--- src/rtl/dffr_check_ctrl.sv ---
// dffr_check_ctrl
//   Self-checking sequencer for the resettable D flip-flop cell (dffr_b).
//   It resets the cell, checks that Q=0 and Q-bar=1 after reset, and then
//   applies a deterministic data pattern. Two known bits (1, 0) come first,
//   followed by LFSR bits. Each applied bit is compared against out/outb two
//   edges after it is driven.
//
// Ports
//   clk       in   system clock, all updates on posedge
//   rst       in   asynchronous active-low reset
//   start     in   one-cycle pulse, starts a run from IDLE or DONE
//   dut_rst   out  active-low reset to the cell under test (registered)
//   dut_data  out  data to the cell under test (registered)
//   dut_out   in   cell Q
//   dut_outb  in   cell Q-bar
//   busy      out  high in RESET, CHK_RST, LOAD, DRAIN
//   done      out  high in DONE until the next start
//   pass      out  valid with done, 1 iff err_cnt == 0
//   err_cnt   out  saturating mismatch count for the current run
//   phase     out  state encoding (IDLE=0 .. DONE=5)
module dffr_check_ctrl #(
    parameter int unsigned RST_CYC = 3,
    parameter int unsigned PAT_LEN = 16,
    parameter logic [7:0]  SEED    = 8'hA5,
    parameter int unsigned ERR_W   = 8
) (
    input  logic             clk,
    input  logic             rst,
    input  logic             start,
    output logic             dut_rst,
    output logic             dut_data,
    input  logic             dut_out,
    input  logic             dut_outb,
    output logic             busy,
    output logic             done,
    output logic             pass,
    output logic [ERR_W-1:0] err_cnt,
    output logic [2:0]       phase
);

    typedef enum logic [2:0] {
        S_IDLE    = 3'd0,
        S_RESET   = 3'd1,
        S_CHK_RST = 3'd2,
        S_LOAD    = 3'd3,
        S_DRAIN   = 3'd4,
        S_DONE    = 3'd5
    } state_e;

    state_e             state_q, state_d;
    logic [15:0]        cnt_q, cnt_d;
    logic [7:0]         lfsr_q, lfsr_d;
    logic               dut_rst_q, dut_rst_d;
    logic               dut_data_q, dut_data_d;
    logic [ERR_W-1:0]   err_q, err_d;
    // Expected-value pipeline: stage 1 is written when a bit is driven,
    // stage 2 is compared against the cell one edge after it captures.
    logic               p1_v_q, p1_v_d, p1_b_q, p1_b_d;
    logic               p2_v_q, p2_v_d, p2_b_q, p2_b_d;

    logic               start_ok;
    logic               pat_bit;
    logic               mis_chk;
    logic               mis_pipe;

    // ------------------------------------------------------------------
    // State register
    // ------------------------------------------------------------------
    always_ff @(posedge clk or negedge rst) begin
        if (!rst) begin
            state_q    <= S_IDLE;
            cnt_q      <= '0;
            lfsr_q     <= SEED;
            dut_rst_q  <= 1'b0;
            dut_data_q <= 1'b0;
            err_q      <= '0;
            p1_v_q     <= 1'b0;
            p1_b_q     <= 1'b0;
            p2_v_q     <= 1'b0;
            p2_b_q     <= 1'b0;
        end else begin
            state_q    <= state_d;
            cnt_q      <= cnt_d;
            lfsr_q     <= lfsr_d;
            dut_rst_q  <= dut_rst_d;
            dut_data_q <= dut_data_d;
            err_q      <= err_d;
            p1_v_q     <= p1_v_d;
            p1_b_q     <= p1_b_d;
            p2_v_q     <= p2_v_d;
            p2_b_q     <= p2_b_d;
        end
    end

    // ------------------------------------------------------------------
    // Next-state logic
    // ------------------------------------------------------------------
    assign start_ok = start && ((state_q == S_IDLE) || (state_q == S_DONE));

    always_comb begin
        state_d = state_q;
        cnt_d   = cnt_q;
        case (state_q)
            S_IDLE, S_DONE: begin
                if (start_ok) begin
                    state_d = S_RESET;
                    cnt_d   = '0;
                end
            end
            S_RESET: begin
                if (cnt_q == 16'(RST_CYC - 1)) begin
                    state_d = S_CHK_RST;
                    cnt_d   = '0;
                end else begin
                    cnt_d = cnt_q + 16'd1;
                end
            end
            S_CHK_RST: begin
                state_d = S_LOAD;
                cnt_d   = '0;
            end
            S_LOAD: begin
                if (cnt_q == 16'(PAT_LEN - 1)) begin
                    state_d = S_DRAIN;
                    cnt_d   = '0;
                end else begin
                    cnt_d = cnt_q + 16'd1;
                end
            end
            S_DRAIN: begin
                // Two cycles let the last two driven bits reach the compare.
                if (cnt_q == 16'd1) begin
                    state_d = S_DONE;
                    cnt_d   = '0;
                end else begin
                    cnt_d = cnt_q + 16'd1;
                end
            end
            default: begin
                state_d = S_IDLE;
                cnt_d   = '0;
            end
        endcase
    end

    // ------------------------------------------------------------------
    // Datapath: stimulus, expected pipeline, error counter
    // ------------------------------------------------------------------
    always_comb begin
        if (cnt_q == 16'd0) begin
            pat_bit = 1'b1;
        end else if (cnt_q == 16'd1) begin
            pat_bit = 1'b0;
        end else begin
            pat_bit = lfsr_q[0];
        end
    end

    // Case inequality makes x/z on the cell outputs a mismatch.
    assign mis_chk  = (state_q == S_CHK_RST) &&
                      ((dut_out !== 1'b0) || (dut_outb !== 1'b1));
    assign mis_pipe = p2_v_q &&
                      ((dut_out !== p2_b_q) || (dut_outb !== ~p2_b_q));

    always_comb begin
        lfsr_d     = lfsr_q;
        dut_rst_d  = (state_d != S_RESET);
        dut_data_d = dut_data_q;
        err_d      = err_q;
        p1_v_d     = 1'b0;
        p1_b_d     = 1'b0;
        p2_v_d     = p1_v_q;
        p2_b_d     = p1_b_q;

        if (state_q == S_LOAD) begin
            dut_data_d = pat_bit;
            p1_v_d     = 1'b1;
            p1_b_d     = pat_bit;
            if (cnt_q >= 16'd2) begin
                lfsr_d = {lfsr_q[0] ^ lfsr_q[2] ^ lfsr_q[3] ^ lfsr_q[4], lfsr_q[7:1]};
            end
        end else if (state_d inside {S_IDLE, S_RESET, S_CHK_RST}) begin
            dut_data_d = 1'b0;
        end

        if ((mis_chk || mis_pipe) && (err_q != '1)) begin
            err_d = err_q + ERR_W'(1);
        end

        if (start_ok) begin
            lfsr_d = SEED;
            err_d  = '0;
        end
    end

    // ------------------------------------------------------------------
    // Outputs
    // ------------------------------------------------------------------
    always_comb begin
        busy     = (state_q == S_RESET) || (state_q == S_CHK_RST) ||
                   (state_q == S_LOAD)  || (state_q == S_DRAIN);
        done     = (state_q == S_DONE);
        pass     = (state_q == S_DONE) && (err_q == '0);
        phase    = state_q;
        dut_rst  = dut_rst_q;
        dut_data = dut_data_q;
        err_cnt  = err_q;
    end

endmodule

--- config.mk ---
export PLATFORM = sky130hd
export DESIGN_NAME = dffr_check_ctrl
export DESIGN_NICKNAME = d
export VERILOG_FILES = /design/src/rtl/dffr_check_ctrl.sv
export SDC_FILE = /design/constraint.sdc
export NUM_CORES = 1
export LEC_CHECK = 0
export CORE_MARGIN = 8
export CORE_UTILIZATION = 45
export DETAILED_ROUTE_END_ITERATION = 16
export PLACE_DENSITY = 0.69
export SYNTH_ARGS = -nofsm -noshare
export SYNTH_HDL_FRONTEND = slang
export SYNTH_SLANG_ARGS = --single-unit
--- constraint.sdc ---
create_clock -name clk -period 2.1 [get_ports clk]
set_input_delay 0.525 -clock clk [delete_from_list [all_inputs] [get_ports clk]]
set_output_delay 0.525 -clock clk [all_outputs]
set_load 0.05 [all_outputs]
==> metrics.md <==
| Metric | Value |
|---|---|
| Outcome | `finished with violations` |
| Failing checks | `setup timing` |
| Final setup violating endpoints | `1` |
| Ys flop type | `dfrtp_1` |
| RD Place Congestion | `0.870` |
| Final core utilization | `58.2%` |
| FMAX | `462 MHz` |
| Unrepaired setup endpoints after global routing | `true` |
| CP max stage delay | `410 ps` |
| Pwr Total | `3.90 mW` |
| WL/cell | `13.8 µm` |
| Core ar. | `4980 µm²` |
| Top cell type's share of synthesized area | `40.8%` |
| Seq/Total Area, Yosys | `45.4%` |
| 1st-iter DRT viols | `111` |
| Yosys cell types | `46` |
| WP depth | `7` |
| Clk_lat worst skew | `300 ps` |
| Critical Path End Type | `output port` |
| Post-route DRC | `0` |
| Grt total ovfl | `0` |
| Clock Tree Root | `clkbuf_8` |
| Final Hold Viols | `0` |
| Worst relative slew slack | `63.9%` |
| Post-DP HPWL | `3560 µm` |
| Die footprint | `7580 µm²` |
| Cell taking the most area after synthesis | `dfrtp_1` |
| Register area | `1040 µm²` |
| Top cells by area, synth | `dfrtp_1 41%, xnor2_1 6.9%, nor2_1 5.5%` |
| Critical path's slowest cell | `dfrtp_2` |
| Yosys warns | `0` |
| Dpl cell area | `2730 µm²` |
| First-pass GRT wire length | `8540 µm` |
| Clock tree sinks | `41` |
| Critical path buffer and inverter count | `3` |
| PwrDens | `1340 nW/µm²` |
| Worst Max-Slew Pin Slew | `541 ps` |
| Die H | `87.0 µm` |
| Fin crit share | `103%` |
| Layout fillers | `436` |
| WP data arrival | `1640 ps` |
| Setup TNS | `-62.3 ps` |
| Initial Util | `45.6%` |
| Initial antenna violation count | `0` |
| # hold bufs at CTS | `0` |
| Finished Cell Area | `2900 µm²` |
| Row count | `26` |
| Footprint of the multi-input gates | `1180 µm²` |
| Drt pass-1 iters | `4` |
| Syn_nets | `251` |
| Crit path max fanout | `2` |
| Largest net degree at the start of global routing | `42` |
| Critical path class | `flip-flop to output port` |
| CTS Buffer Depth | `2` |
| Via Count | `1830` |
| CTS tree | `done` |
| Buffers added on ports | `20` |
| Slew Limit Fails | `0` |
| Max cap viols | `0` |
| Synth cell count leaders | `37 x dfrtp_1, 33 x nor2_1, 18 x xnor2_1` |
| Worst VDD drop | `0.000764 V` |
| Most frequent cell after synthesis | `dfrtp_1` |
| Leak Pwr | `1.29 nW` |
| ANT nets after route | `0` |
| Layout cells sized above 1 | `28.8%` |
| R2R Setup Slk | `140 ps` |
| Area grow syn2layout | `27.7%` |
| I/O pins | `21` |
| Vias in the first global route | `1879` |
| Worst Slack Setup Final | `-62.3 ps` |
| Top delay family on crit path | `buffers and inverters` |
| Mapped Cells | `240` |
| Die X | `87.0 µm` |
| Worst r2r src | `cnt_q[1]` |
| DRT Wirelength | `4890 µm` |
| Crit path launch type | `flip-flop` |
| Period minus WS final | `2160 ps` |
| HP Class | `input port to async pin` |
| Async SR Flop Fraction | `100%` |
| CP Data Required Time | `1570 ps` |
| Num CTS Buffers | `5` |
| Clk slew on worst S/H paths | `90 ps` |
| Critical Path End | `pass` |
| Antenna diodes | `0` |
| Number of synthesized register bits | `41` |
| CP Cell Sequence | `inv_2 -> ha_4 -> nor4b_4 -> buf_4 -> nand2_4 -> nor4_4 -> buf_12` |
| FF-to-FF path depth | `9` |
| Avg Vias per Cell | `5.15` |
| GRT Util Overall | `14.1%` |
| Setup Skew | `4.93 ps` |
| Nets@finish | `295` |
| H-tree Lvls | `2` |
| Syn Std Cell Area | `2270 µm²` |
| Crit. Startpoint | `err_cnt[1]` |
| Worst r2r dst | `cnt_q[6]` |
| EDFF count, synth | `0` |
| Post-Syn Area per Cell | `9.46 µm²` |
==> metrics by stage <==
stage / std cells / hold slack, ps / worst slack [ps]
2_1_floorplan: 240 / 229 / -208
3_3_place_gp: 347 / 333 / -19.5
3_5_place_dp: 347 / 337 / -57.3
4_1_cts: 355 / 301 / -86.3
5_1_grt: 355 / 340 / -132
6_report: 355 / 279 / -62.3
==> logic make-up after synthesis <==
group / Yosys count / share of synthesized area [%]
xor gates and xnor gates: 22 / 8.48
adders and majority gates: 6 / 3.31
DFF: 41 / 45.4
AOI/OAI and AO/OA: 38 / 11.3
and+or+nand+nor: 105 / 25.5
buffers and inverters: 28 / 6.01
==> timing repair <==
action,4_1_cts,5_1_grt
setup buffers,0,0
pin swaps,3,0
setup endpoints to repair,11,15
hold endpoints to repair,0,0
gates resized for setup,10,4
==> registers in the layout, indices dropped and copies added (netlist names) <==
name	count
p2_b_q	1
dut_data	1
lfsr_q	8
dut_rst	1
p1_b_q	1
p1_v_q	1
err_cnt	8
cnt_q	16
p2_v_q	1
phase	3
==> metal layers <==
metal / track usage [%] / part of all wire (%) / vias up
li1: - / - / 906
met1: 15.7 / 43 / 891
met2: 24.7 / 51 / 28
met3: 4.25 / 5.1 / 5
met4: 4.69 / 0.86 / 0
met5: 0 / 0 / -
==> where the power goes <==
part           switching, mW  leakage, nW  internal, mW
Combinational           1.11        0.731         0.812
Clock                  0.291       0.0543         0.356
Sequential             0.240        0.502          1.09
Total                   1.64         1.29          2.25
==> area by class of cell <==
cell class              count  share of cell area (%)
repair buffers             48                    14.1
clock buffers               5                    2.37
inverters                  17                    2.20
flip-flops and latches     41                    35.9
clock inverters             3                    1.60
multi-input cells         171                    40.8
well taps                  70                    3.02
==> how the worst min path moves through the flow <==
stage | end | slack, ps | cells after the start
2_1_floorplan | cnt_q[0] | 230 | 0
3_3_place_gp | p2_b_q | 330 | 0
3_5_place_dp | p2_b_q | 340 | 0
4_1_cts | err_cnt[5] | 300 | 2
5_1_grt | err_cnt[3] | 340 | 2
6_report | err_cnt[3] | 280 | 2
==> layout by cell type (no fill, tap or decap), types with 3 or more instances in the layout <==
cell	Yosys	routed
nor3b_1	5	4
xnor2_1	18	18
and2_1	5	3
xor2_1	4	4
and4_1	3	3
inv_1	17	15
clkdlybuf4s50_1	0	5
buf_12	0	3
a21o_1	5	5
buf_4	1	38
dfrtp_2	0	7
a21oi_1	5	5
clkbuf_8	0	5
nand2_1	15	14
nor3_1	3	3
dfrtp_1	37	30
nor2_1	33	33
nand4_1	7	7
nor4_1	6	5
dfstp_2	4	4
o21ai_0	13	13
ha_1	6	5
nand3_1	10	10
(Power assumes the default switching activity.)
